===== src/rtl/axis_deheaderizer_pkg.sv =====
// Shared definitions for axis_deheaderizer: FSM encoding, header field offsets
// and the header-fits-in-TDATA check.
package axis_deheaderizer_pkg;

  typedef enum logic {
    HDR  = 1'b0,
    BODY = 1'b1
  } state_t;

  localparam int DEST_LSB = 0;

  function automatic int id_lsb(input int dest_w);
    return dest_w;
  endfunction

  function automatic int user_lsb(input int dest_w, input int id_w);
    return dest_w + id_w;
  endfunction

  function automatic bit hdr_fits(input int data_w, input int dest_w,
                                  input int id_w, input int user_w);
    return (dest_w + id_w + user_w) <= data_w;
  endfunction

endpackage


===== src/rtl/axis_skid_reg.sv =====
// Two-entry registered skid buffer; in_ready is registered and means "skid
// entry empty", so upstream never sees a combinational path from out_ready.
module axis_skid_reg #(
  parameter int WIDTH = 8
) (
  input  logic             clk,
  input  logic             rst,
  input  logic             in_valid,
  output logic             in_ready,
  input  logic [WIDTH-1:0] in_data,
  output logic             out_valid,
  input  logic             out_ready,
  output logic [WIDTH-1:0] out_data
);

  logic             skid_valid;
  logic [WIDTH-1:0] skid_data;

  assign in_ready = !skid_valid;

  // Handshake: a beat moves on in_valid && in_ready, and on out_valid && out_ready.
  always_ff @(posedge clk) begin
    if (rst) begin
      out_valid  <= 1'b0;
      out_data   <= '0;
      skid_valid <= 1'b0;
      skid_data  <= '0;
    end else if (!out_valid || out_ready) begin
      if (skid_valid) begin
        out_valid  <= 1'b1;
        out_data   <= skid_data;
        skid_valid <= 1'b0;
      end else begin
        out_valid <= in_valid;
        if (in_valid) out_data <= in_data;
      end
    end else if (in_valid && !skid_valid) begin
      skid_valid <= 1'b1;
      skid_data  <= in_data;
    end
  end

endmodule


===== src/rtl/axis_deheaderizer.sv =====
// Strips a leading header flit from each packet and replays its TDEST/TID/TUSER
// on every body flit. Optional err_cnt under AXIS_DEHEADERIZER_ERR_CNT_EN.
module axis_deheaderizer
  import axis_deheaderizer_pkg::*;
#(
  parameter int DATA_WIDTH = 64,
  parameter int DEST_WIDTH = 16,
  parameter int ID_WIDTH   = 16,
  parameter int USER_WIDTH = 8
) (
  input  logic                    clk,
  input  logic                    rst,
  input  logic [DATA_WIDTH-1:0]   hdr_TDATA,
  input  logic                    hdr_TVALID,
  output logic                    hdr_TREADY,
  input  logic [DATA_WIDTH/8-1:0] hdr_TKEEP,
  input  logic                    hdr_TLAST,
  output logic [DATA_WIDTH-1:0]   sides_TDATA,
  output logic                    sides_TVALID,
  input  logic                    sides_TREADY,
  output logic [DATA_WIDTH/8-1:0] sides_TKEEP,
  output logic                    sides_TLAST,
  output logic [DEST_WIDTH-1:0]   sides_TDEST,
  output logic [ID_WIDTH-1:0]     sides_TID,
  output logic [USER_WIDTH-1:0]   sides_TUSER,
`ifdef AXIS_DEHEADERIZER_ERR_CNT_EN
  output logic [15:0]             err_cnt,
`endif
  output state_t                  dbg_state
);

  localparam int KEEP_W   = DATA_WIDTH / 8;
  localparam int ID_LSB   = id_lsb(DEST_WIDTH);
  localparam int USER_LSB = user_lsb(DEST_WIDTH, ID_WIDTH);
  localparam int PW = DATA_WIDTH + KEEP_W + 1 + DEST_WIDTH + ID_WIDTH + USER_WIDTH;

  if (!hdr_fits(DATA_WIDTH, DEST_WIDTH, ID_WIDTH, USER_WIDTH)) begin : g_hdr_check
    $error("axis_deheaderizer: DEST_WIDTH+ID_WIDTH+USER_WIDTH exceeds DATA_WIDTH");
  end

  state_t                state, state_n;
  logic [DEST_WIDTH-1:0] dest_q;
  logic [ID_WIDTH-1:0]   id_q;
  logic [USER_WIDTH-1:0] user_q;
  logic                  skid_in_ready;
  logic                  accept;
  logic [PW-1:0]         in_payload;
  logic [PW-1:0]         out_payload;

  // Headers are always taken; body flits only when the skid entry is free.
  assign hdr_TREADY = !rst && ((state == HDR) || skid_in_ready);
  assign accept     = hdr_TVALID && hdr_TREADY;
  assign dbg_state  = state;

  always_ff @(posedge clk) begin
    if (rst) state <= HDR;
    else     state <= state_n;
  end

  always_comb begin
    state_n = state;
    case (state)
      HDR:  if (accept && !hdr_TLAST) state_n = BODY;
      BODY: if (accept && hdr_TLAST)  state_n = HDR;
      default: state_n = HDR;
    endcase
  end

  always_ff @(posedge clk) begin
    if (rst) begin
      dest_q <= '0;
      id_q   <= '0;
      user_q <= '0;
    end else if (state == HDR && accept && !hdr_TLAST) begin
      dest_q <= hdr_TDATA[DEST_LSB +: DEST_WIDTH];
      id_q   <= hdr_TDATA[ID_LSB +: ID_WIDTH];
      user_q <= hdr_TDATA[USER_LSB +: USER_WIDTH];
    end
  end

  // Sideband travels with each flit so a following header cannot alter a buffered tail.
  assign in_payload = {hdr_TDATA, hdr_TKEEP, hdr_TLAST, dest_q, id_q, user_q};

  axis_skid_reg #(.WIDTH(PW)) u_skid (
    .clk       (clk),
    .rst       (rst),
    .in_valid  (hdr_TVALID && (state == BODY)),
    .in_ready  (skid_in_ready),
    .in_data   (in_payload),
    .out_valid (sides_TVALID),
    .out_ready (sides_TREADY),
    .out_data  (out_payload)
  );

  assign {sides_TDATA, sides_TKEEP, sides_TLAST, sides_TDEST, sides_TID, sides_TUSER} = out_payload;

`ifdef AXIS_DEHEADERIZER_ERR_CNT_EN
  logic empty_hdr;
  assign empty_hdr = (state == HDR) && accept && hdr_TLAST;

  always_ff @(posedge clk) begin
    if (rst)                                err_cnt <= '0;
    else if (empty_hdr && err_cnt != 16'hFFFF) err_cnt <= err_cnt + 16'd1;
  end
`endif

endmodule


===== config.mk =====
export PLATFORM = sky130hd
export DESIGN_NAME = axis_deheaderizer
export DESIGN_NICKNAME = d
export VERILOG_FILES = /design/src/rtl/axis_deheaderizer_pkg.sv /design/src/rtl/axis_skid_reg.sv /design/src/rtl/axis_deheaderizer.sv
export SDC_FILE = /design/constraint.sdc
export NUM_CORES = 1
export LEC_CHECK = 0
export CORE_UTILIZATION = 44
export DETAILED_ROUTE_END_ITERATION = 16
export PLACE_DENSITY = 0.68
export SLEW_MARGIN = 5
export SYNTH_ARGS = -nofsm -noshare
export SYNTH_HDL_FRONTEND = slang
export SYNTH_SLANG_ARGS = --single-unit
export TNS_END_PERCENT = 1

===== constraint.sdc =====
create_clock -name clk -period 4.2 [get_ports clk]
set_input_delay 0.42 -clock clk [delete_from_list [all_inputs] [get_ports clk]]
set_output_delay 0.42 -clock clk [all_outputs]
set_load 0.02 [all_outputs]

Word-level counts from Yosys, hierarchy flattened. Index checks and enable logic that the tools add are counted.

Output and inout bits: 116. Register bits after elaboration: 269.

Bitwise gates (word level): 2. Reduce and logical (&&, ||, !) cells: 18. Multiplexer cells: 6.

Operators with widths (number): $mux 113 (2); $logic_and 1x1->1 (8); $logic_not 1->1 (4); $reduce_and 2->1 (2); $mux 1 (3); $logic_or 1x1->1 (2); $not 1->1 (2); $pmux 1 s2 (1); $reduce_bool 2->1 (1); $reduce_or 2->1 (1).

Longest topological paths before layout. Gate-level depths: netlist (run 1).

Depth after elaboration: 7. Mapped depth: 8. Gate-level depth less buffers: 3.

Hierarchy. A second synthesis (run 1) with hierarchy kept.

Cell total of the unflattened synthesis: 1199. Area total of the unflattened synthesis: 11292.1 µm².

Modules (own cells, without submodules): axis_skid_reg (area each 9417.8 µm², cells each 1018, times used 1); axis_deheaderizer (area each 1874.3 µm², cells each 181, times used 1).

Worst setup path after synthesis (run 1). No wires, ideal clock.

Kind: input-to-output. Start point: input rst. End point: output hdr_TREADY. Cell stages on the path: 5. Arrival: 1.554 ns. Slack: 2.226 ns. Required time: 3.780 ns. Cells stage by stage: clkbuf_1 clkbuf_1 clkbuf_1 buf_1 a21oi_1.

Cells in the longest elaborated chain, start to end: 2.

Ends and longest elaborated chain: start, declared (line axis_deheaderizer.sv:12) `input logic rst,`; $logic_not 1->1 (line axis_deheaderizer.sv:51) `assign hdr_TREADY = !rst && ((state == HDR) || skid_in_ready);`; $logic_and 1x1->1 (line axis_deheaderizer.sv:51); end, declared (line axis_deheaderizer.sv:15) `output logic hdr_TREADY,`.

Every way passes these cells.

Worst setup path in the final report (run 1).
Start point: register u_skid.skid_valid. End point: output hdr_TREADY.

Cells in the longest elaborated chain, start to end: 3.

Ends and longest elaborated chain: start, declared (line axis_skid_reg.sv:16) `logic skid_valid;`; start signal, assigned (line axis_skid_reg.sv:26) `skid_valid <= 1'b0;`; start signal, assigned (line axis_skid_reg.sv:32) `skid_valid <= 1'b0;`; start signal, assigned (line axis_skid_reg.sv:38) `skid_valid <= 1'b1;`; $logic_not 1->1 (line axis_skid_reg.sv:19) `assign in_ready = !skid_valid;`; $logic_or 1x1->1 (line axis_deheaderizer.sv:51); $logic_and 1x1->1 (line axis_deheaderizer.sv:51).

Every way passes these cells.

==> qor.yml, run 1 <==
floorplan:
  design.portCount: 193
  die_area_mm2: 0.0279
  die_height_um: 167
  design.core.area_mm2: 0.0268
  die_w_um: 167
  floorplan.initialDensity_pct: 44.7
  fp-row-count: 60
setup_path:
  crit_path_start_kind: "register"
  cp_data_required_time_ns: 3.78
  highest_net_fanout_along_the_worst_path: 37
  ff2ff_setup_slack_ns: 1.80
  worst_ep_arrival_time_ns: 2.17
  setup.worst_path.class: "reg2out"
  crit_path_end_kind: "primary output"
global_route:
  global_route_wire_length_before_repair_um: 47400
  grt_max_degree: 181
  number_of_antenna_violations_at_the_first_check_in_global_routing: 0
  grt_usage_pct: 20.9
  vias_in_the_first_global_route: 8643
  grt_overflow: 0
sta:
  grt_setup_unrepaired: "no"
  layout_min_cycle_time_ns: 2.59
  final_hold_viol_count: 0
  layout_setup_ws_ns: 1.61
  worst_pin_slew_ns: 1.10
  fin_worst_skew_ns: 0.00857
  maximum_operating_frequency_ghz: 0.386
  maxSlewHeadroom_pct: 26.6
  setup_violating_endpoint_count_in_the_final_report: 0
  drv_slew: 0
  fin_crit_sh_pct: 61.7
  totalNegativeSetupSlack_ns: 0
clock_network:
  cts.repair.resized: 0
  cts.hold.buffers_added: 0
  clock_sinks: 269
  cts_inserted_buffers: 29
  cts_buffer_depth: 3
  tritoncts: "done"
  worst_setup_hold_path_clk_slew_ns: 0.06
  cts_max_level: 1
  postCtsSetupBuffers: 0
  clk-insertion-delay-late_ns: 0.54
  clock-root-buffer: "clkbuf_16"
cells_and_area:
  mostFrequentLayoutCell: "dfxtp_1"
  drive_above_1_share_pct: 10.5
  layout.nets: 1394
  area_growth_pct: 24.4
  most_frequent_cells_in_the_layout: "268 x dfxtp_1, 227 x nand2b_1, 226 x mux2i_1"
  antenna-diode-count: 0
logic_synthesis:
  synth-seq-cells: 269
  average_cell_area_after_synthesis_um2: 10.0
  synthTopCellsByArea: "dfxtp_1 45%, mux2i_1 19%, nand2b_1 12%"
  synth-seq-area-share_pct: 45.0
  synthesis.nets: 1275
  netlist.top_cell.by_area: "dfxtp_1"
  synthesis.yosys.warnings: 0
  syn-instance-count: 1198
  top_cell_type_s_share_of_synthesized_area_pct: 45.0
  synth_area_mm2: 0.0120
  synth.distinct_cells: 21
pwr:
  switching_share_pct: 23.9
  ir_drop_mv: 0.253
  share_comb_of_total_power_pct: 9.9
  share_seq_of_total_power_pct: 46.1
  power.density_cell_area_mw_per_mm2: 386
  power.leakage_uw: 0.00452
  internal_power_uw: 4380
  p_clk_share_pct: 44.0
  net-switching-power_uw: 1370
hold_path:
  min-delay-path-class: "in2reg"
flow_run:
  maxCapViolations: 0
placed_design:
  numPortBuffers: 192
  place_ws_ns: 1.46
  dp.final_hpwl_um: 17300
  place_congestion: 0.746
route:
  detail_route.first_pass.iterations: 5
  wl_um: 29500
  vias_per_cell: 5.29
  number_of_design_rule_violations_left_after_detail_routing: 0
  detail_route.iter0.violations: 560
  wire_per_inst_um: 17.6
  vias: 8888
  ant_nets: 0
outcome:
  status: "finished clean"
==> cell type report <==
type,instances,area [µm²]
clock inverter,10,77.6
fill,2361,11900
multi-input combinational,811,6060
timing repair buffer,204,2070
inverter,2,7.51
tap,341,427
clock buffer,42,875
sequential,269,5390
==> path summary, 6_finish.rpt <==
| kind | depth (start not counted) | endpoint | startpoint |
|---|---|---|---|
| worst max-delay path | 2 | hdr_TREADY | u_skid.skid_valid$_SDFFE_PP0P_ |
| worst min-delay path | 2 | id_q[5]$_SDFFE_PP0P_ | rst |
| worst max register to register | 4 | u_skid.out_data[1]$_SDFFE_PP0P_ | u_skid.skid_valid$_SDFFE_PP0P_ |
| worst min register to register | 2 | id_q[10]$_SDFFE_PP0P_ | id_q[10]$_SDFFE_PP0P_ |
==> cell families after synthesis <==
family,count (synthesis),synth area share (%)
AND/OR/NAND/NOR,313,14.8
AO/OA/AOI/OAI,272,16.7
flip-flops,269,45.0
multiplexers,226,18.9
buffers and inverters,118,4.70
==> critical path: stages (launching register included) <==
cell	delay, ns
dfxtp_4	0.80
a21oi_1	0.19
clkdlybuf4s50_1	0.63
==> sequential cells by signal (all words and copies together), names as in the netlist, named ones only <==
name and flops:
u_skid.out_data 113, u_skid.skid_data 113, dest_q 16, id_q 16, user_q 8, u_skid.out_valid 1, u_skid.skid_valid 1
==> synth_stat cells <==
master    count
dfxtp_1     269
nand2b_1    228
mux2i_1     226
a21oi_1     157
nand2_1      80
a211oi_2     70
clkbuf_1     68
a211oi_1     43
buf_2        24
buf_1         8
buf_4         8
buf_6         8
a21o_1        1
and2_1        1
inv_1         1
inv_2         1
nor3_1        1
nor4_2        1
nor4b_1       1
o21ai_0       1
or4b_1        1
==> power by group through the flow <==
stage               registers (µW)  clock network, µW  logic (µW)
global route                  2660               2710         611
global placement              2710                  0         564
finish                        2650               2530         568
CTS                           2650               2590         572
detailed placement            2710                  0         571
floorplan                     2760                  0         269
==> metrics by stage <==
stage                     utilization, %  cells  hold WS [ns]  area, µm²  total power (µW)
after floorplan                        -   1198         0.448      12000              3030
after global placement              52.1   1627         0.458      14000              3270
after detailed placement            52.1   1627         0.463      14000              3280
after CTS                           55.6   1679         0.346      14900              5810
after global routing                55.6   1679         0.356      14900              5980
final                               55.6   1679         0.289      14900              5750
==> routing by layer <==
metal	wire (µm)	vias to the layer above	part of all wire (%)	track usage, %
li1	-	4400	-	-
met1	14100	4258	48	28.3
met2	13300	190	45	33.5
met3	1540	40	5.2	4.16
met4	593	0	2.0	5.76
met5	0	-	0	0
Power figures use the tool's default switching activity.
==> run 2: changes to the inputs <==
- clock period: 4.2 -> 2.5 ns (I/O delays scaled with it)
==> run 2 against run 1 <==
  * Total power grew 70%
  * Register-to-register slack got worse by 1.1 ns
  * Worst hold slack lost 0.15 ns
  * Non-clock buffer count rose by 9
  * Clock power increased by 72%
==> qor.yml, run 2 (synthesis results as in run 1) <==
outcome:
  status: "finished clean"
route:
  detail_route.iter0.violations: 573  # +2.3%
  vias_per_cell: 5.27  # -0.36%
  wl_um: 29600  # +0.33%
  ant_nets: 0  # unchanged
  number_of_design_rule_violations_left_after_detail_routing: 0  # unchanged
  detail_route.first_pass.iterations: 4  # -1
  wire_per_inst_um: 17.5  # -0.32%
  vias: 8914  # +0.29%
sta:
  grt_setup_unrepaired: "no"
  maximum_operating_frequency_ghz: 0.430
  setup_violating_endpoint_count_in_the_final_report: 0  # unchanged
  layout_setup_ws_ns: 0.176  # -1.43 ns
  worst_pin_slew_ns: 0.961  # -0.140 ns
  fin_worst_skew_ns: 0.0102  # +0.00162 ns
  fin_crit_sh_pct: 93.0
  layout_min_cycle_time_ns: 2.32
  totalNegativeSetupSlack_ns: 0  # unchanged
  drv_slew: 0  # unchanged
  final_hold_viol_count: 0  # unchanged
  maxSlewHeadroom_pct: 35.9  # +9.3 points
clock_network:
  clock-root-buffer: "clkbuf_16"
  cts.hold.buffers_added: 0  # unchanged
  clock_sinks: 269  # unchanged
  worst_setup_hold_path_clk_slew_ns: 0.06  # about the same
  cts.repair.resized: 0  # unchanged
  cts_max_level: 1  # unchanged
  cts_inserted_buffers: 29  # unchanged
  clk-insertion-delay-late_ns: 0.54  # about the same
  cts_buffer_depth: 3  # unchanged
  postCtsSetupBuffers: 0  # unchanged
  tritoncts: "done"
floorplan:
  design.portCount: 193  # unchanged
  design.core.area_mm2: 0.0268  # unchanged
  floorplan.initialDensity_pct: 44.7  # unchanged
  fp-row-count: 60  # unchanged
  die_area_mm2: 0.0279  # unchanged
  die_w_um: 167  # unchanged
  die_height_um: 167  # unchanged
pwr:
  power.density_cell_area_mw_per_mm2: 646  # +67%
  power.total_uw: 9760  # +70%
  ir_drop_mv: 0.405  # +60%
  power.leakage_uw: 0.00460  # +1.7%
cells_and_area:
  area_growth_pct: 26.1
  layout.nets: 1403  # +0.65%
  drive_above_1_share_pct: 10.7  # +0.22 points
  largestRegisters: "u_skid.out_data (113), u_skid.skid_data (113)"
  final_core_util_pct: 56.3  # +0.73 points
  fin_cells: 1690  # +0.66%
  most_frequent_cells_in_the_layout: "268 x dfxtp_1, 227 x nand2b_1, 226 x mux2i_1"
  mostFrequentLayoutCell: "dfxtp_1"
setup_path:
  highest_net_fanout_along_the_worst_path: 26  # -30%
  critPathMaxStageDelay_ns: 0.73  # -0.07 ns
  worst-path-buf-inv: 1  # unchanged
  worst_ep_arrival_time_ns: 2.07  # -0.10 ns
  largest_delay_share_family_worst_path: "buffers and inverters"
  setup.worst_path.class: "reg2out"
  worstPathCellList: "a21oi_1, clkdlybuf4s50_1"
  cp_data_required_time_ns: 2.25  # -1.53 ns
  crit_path_end_kind: "primary output"
  crit_path_start_kind: "register"
  worst_setup_path_startpoint: "u_skid.skid_valid$_SDFFE_PP0P_"
  critical_path.endpoint: "hdr_TREADY"
  critPathSlowestCell: "clkdlybuf4s50_1"
  cp.depth: 2  # unchanged
  ff2ff_setup_slack_ns: 0.71  # -1.09 ns
  regToRegEndpoint: "id_q[1]$_SDFFE_PP0P_"
  timing.reg2reg.worst_path_depth: 4  # unchanged
placed_design:
  post-place-cells: 1636  # +0.55%
  dp.final_hpwl_um: 17700  # +2.0%
  place_ws_ns: 0.363  # -1.10 ns
  numPortBuffers: 192  # unchanged
  place_congestion: 0.762  # +2.1%
flow_run:
  maxCapViolations: 0  # unchanged
global_route:
  global_route_wire_length_before_repair_um: 47900  # +0.99%
  vias_in_the_first_global_route: 8778  # +1.6%
  grt_usage_pct: 21.1  # +0.21 points
  number_of_antenna_violations_at_the_first_check_in_global_routing: 1  # +1
  grt_overflow: 0  # unchanged
  grt_max_degree: 247  # +36%
hold_path:
  min-delay-path-class: "in2reg"
## run 2: how the worst min path moves through the flow
stage / from / end / cells after the start
floorplan: hdr_TDATA[0] / dest_q[0]$_SDFFE_PP0P_ / 2
global route: rst / dest_q[1]$_SDFFE_PP0P_ / 2
CTS: rst / id_q[15]$_SDFFE_PP0P_ / 2
finish: rst / id_q[15]$_SDFFE_PP0P_ / 2
detailed placement: u_skid.skid_data[86]$_SDFFE_PP0P_ / u_skid.skid_data[86]$_SDFFE_PP0P_ / 2
global placement: u_skid.skid_data[49]$_SDFFE_PP0P_ / u_skid.skid_data[49]$_SDFFE_PP0P_ / 2
## run 2: final cells by class
class                      instances  area (µm²)
multi-input combinational        811        6060
tap                              341         427
inverter                           2        7.51
timing repair buffer             213        2250
antenna                            1        2.50
clock inverter                     9         124
clock buffer                      44         842
sequential                       269        5390
fill                            2377       11700
## run 2: layer usage
metal	global-route usage [%]	share of wire (%)
met2	34.0	46
met1	29.5	49
met3	3.09	3.8
met4	4.83	1.7
met5	0	0
## run 2: power breakdown
part	internal, µW	leakage (µW)	switching, µW	total (µW)
clock network	2620	0.000478	1710	4340
logic	461	0.00194	504	965
registers	4390	0.00218	67.7	4460
total	7470	0.00460	2290	9760
## run 2: worst register-to-register path, stage by stage, from the launching register on
cell	delay (ns)
dfxtp_1	0.40
or4b_2	0.69
buf_4	0.30
nand2_1	0.16
a21oi_1	0.07
## run 2: metrics by stage
stage          hold WS (ns)  cell area (µm²)
5_1_grt               0.155            15100
3_5_place_dp          0.462            14100
2_1_floorplan         0.386            12000
3_3_place_gp          0.457            14100
6_report              0.139            15100
4_1_cts               0.114            15100
==> run 3: changes to the inputs <==
- CORE_UTILIZATION: 44 -> 35
- CTS_BUF_LIST: not set -> sky130_fd_sc_hd__clkbuf_4
- PLACE_DENSITY: 0.68 -> 0.56
==> run 3 against run 2 <==
  * Non-clock buffer count shrank 2
  * Worst setup slack gained 0.24 ns
  * Largest power group unchanged
  * Via count grew 2.8%
  * Highest routed layer is now met5
==> qor.yml, run 3 (synthesis results as in run 1) <==
outcome:
  status: "finished clean"
clock_network:
  postCtsSetupBuffers: 0  # unchanged
  clock-root-buffer: "clkbuf_4"
  cts_inserted_buffers: 76  # +160%
  clock_sinks: 269  # unchanged
  clk-insertion-delay-late_ns: 0.68  # +0.14 ns
  cts_buffer_depth: 3  # unchanged
  cts_max_level: 3  # +2
  tritoncts: "done"
  worst_setup_hold_path_clk_slew_ns: 0.06  # about the same
setup_path:
  cp_data_required_time_ns: 2.25  # about the same
  ff2ff_setup_slack_ns: 0.72  # about the same
  timing.reg2reg.worst_path_depth: 4  # unchanged
  worst_ep_arrival_time_ns: 1.83  # -0.24 ns
  regToRegEndpoint: "dest_q[6]$_SDFFE_PP0P_"
  setup.worst_path.class: "reg2out"
  crit_path_end_kind: "primary output"
  highest_net_fanout_along_the_worst_path: 8  # -69%
  crit_path_start_kind: "register"
global_route:
  grt_usage_pct: 18.0  # -3.1 points
  grt_max_degree: 210  # -15%
  global_route_wire_length_before_repair_um: 50600  # +5.6%
  number_of_antenna_violations_at_the_first_check_in_global_routing: 3  # +2
  grt_overflow: 0  # unchanged
  vias_in_the_first_global_route: 9125  # +4.0%
cells_and_area:
  layout.nets: 1448  # +3.2%
  mostFrequentLayoutCell: "dfxtp_1"
  fin_cells: 1862  # +10%
  largestRegisters: "u_skid.out_data (113), u_skid.skid_data (113)"
  most_frequent_cells_in_the_layout: "268 x dfxtp_1, 227 x nand2b_1, 226 x mux2i_1"
  area_growth_pct: 26.4
  drive_above_1_share_pct: 14.6  # +4.0 points
route:
  detail_route.first_pass.iterations: 4  # unchanged
  detail_route.iter0.violations: 370  # -35%
  number_of_design_rule_violations_left_after_detail_routing: 0  # unchanged
  wl_um: 31700  # +6.8%
  vias: 9162  # +2.8%
  wl_met2_um: 14100  # +3.6%
  vias_per_cell: 4.92  # -6.7%
  wire_per_inst_um: 17.0  # -3.0%
  routedLengthMet1_um: 15300  # +6.4%
  met3WireLength_um: 1640  # +46%
  highest_routing_layer_actually_used: "met5"
  ant_nets: 0  # unchanged
sta:
  maximum_operating_frequency_ghz: 0.481  # +12%
  worst_pin_slew_ns: 0.854  # -0.107 ns
  fin_worst_skew_ns: 0.0481  # +0.0380 ns
  final_hold_viol_count: 0  # unchanged
  fin_crit_sh_pct: 83.2  # -9.8 points
  drv_slew: 0  # unchanged
  totalNegativeSetupSlack_ns: 0  # unchanged
  layout_min_cycle_time_ns: 2.08  # -0.244 ns
  maxSlewHeadroom_pct: 43.1  # +7.1 points
  setup_violating_endpoint_count_in_the_final_report: 0  # unchanged
  grt_setup_unrepaired: "no"
floorplan:
  die_area_mm2: 0.0350  # +25%
  design.portCount: 193  # unchanged
  floorplan.initialDensity_pct: 35.6  # -9.1 points
  fp-row-count: 67  # +12%
  design.core.area_mm2: 0.0336  # +25%
  die_w_um: 187  # +12%
  die_height_um: 187  # +12%
placed_design:
  numPortBuffers: 192  # unchanged
  post-place-cells: 1740  # +6.4%
  dp.final_hpwl_um: 18200  # +2.8%
  place_congestion: 0.716  # -5.9%
hold_path:
  min_path_cells: 3  # +1
  min-delay-path-class: "in2reg"
  min_to: "u_skid.skid_data[43]$_SDFFE_PP0P_"
  hold_path.startpoint: "hdr_TKEEP[2]"
flow_run:
  maxCapViolations: 0  # unchanged
pwr:
  power.density_cell_area_mw_per_mm2: 618  # -4.4%
  power.leakage_uw: 0.00465  # +1.0%
  ir_drop_mv: 0.259  # -36%
run 3: cell count changes in the layout (fill, tap and decap cells not counted), sizes merged:
cell / previous run / this run
bufinv: 3 / 2
clkbuf: 44 / 105
clkinv: 5 / 10
inv: 3 / 5
dlygate4sd3: 0 / 1
buf: 22 / 19
run 3: worst max-delay path, stage by stage (launching register included):
cell             delay [ns]
dfxtp_1                0.40
a21oi_1                0.18
clkdlybuf4s50_1        0.62
run 3: metrics by stage:
stage | util (%) | hold WS, ns | total power (µW) | instance area, µm² | worst slack (ns)
2_1_floorplan | - | 0.386 | 5090 | 12000 | 0.855
3_3_place_gp | 42.3 | 0.457 | 5530 | 14200 | 0.388
3_5_place_dp | 42.3 | 0.461 | 5530 | 14200 | 0.353
4_1_cts | 45.0 | 0.111 | 9550 | 15100 | 0.348
5_1_grt | 45.0 | 0.150 | 9840 | 15100 | 0.319
6_report | 45.0 | 0.182 | 9360 | 15100 | 0.420
run 3: what timing repair did:
action / in CTS / in global routing
gates resized for setup: 0 / 0
hold buffers: 1 / 0
hold endpoints to repair: 6 / 0
run 3: final cells by class:
| class | instances | area (µm²) |
|---|---|---|
| fillers | 3244 | 18500 |
| multi-input cells | 811 | 6060 |
| flip-flops and latches | 269 | 5390 |
| repair buffers | 211 | 2220 |
| clock buffers | 105 | 788 |
| well taps | 448 | 561 |
| clock inverters | 15 | 109 |
| inverters | 2 | 7.51 |
| diodes | 1 | 2.50 |
run 3: worst max-delay path by stage:
| stage | start | cells after the start | slack (ns) | end |
|---|---|---|---|---|
| finish | register | 2 | 0.42 | hdr_TREADY |
| global route | register | 2 | 0.32 | hdr_TREADY |
| CTS | register | 2 | 0.35 | hdr_TREADY |
| detailed placement | hdr_TVALID | 5 | 0.35 | id_q[4]$_SDFFE_PP0P_ |
| global placement | hdr_TVALID | 5 | 0.39 | id_q[5]$_SDFFE_PP0P_ |
| floorplan | register | 7 | 0.85 | u_skid.out_data[100]$_SDFFE_PP0P_ |
run 3: layer usage:
metal,up-vias,track usage (%)
met2,210,28.4
met4,4,6.24
met1,4346,23.7
met3,54,4.48
li1,4548,-
met5,-,0
run 3: power by group:
part | switching, µW | internal (µW)
clock network | 1810 | 2120
registers | 66.2 | 4390
logic | 511 | 463
total | 2390 | 6970
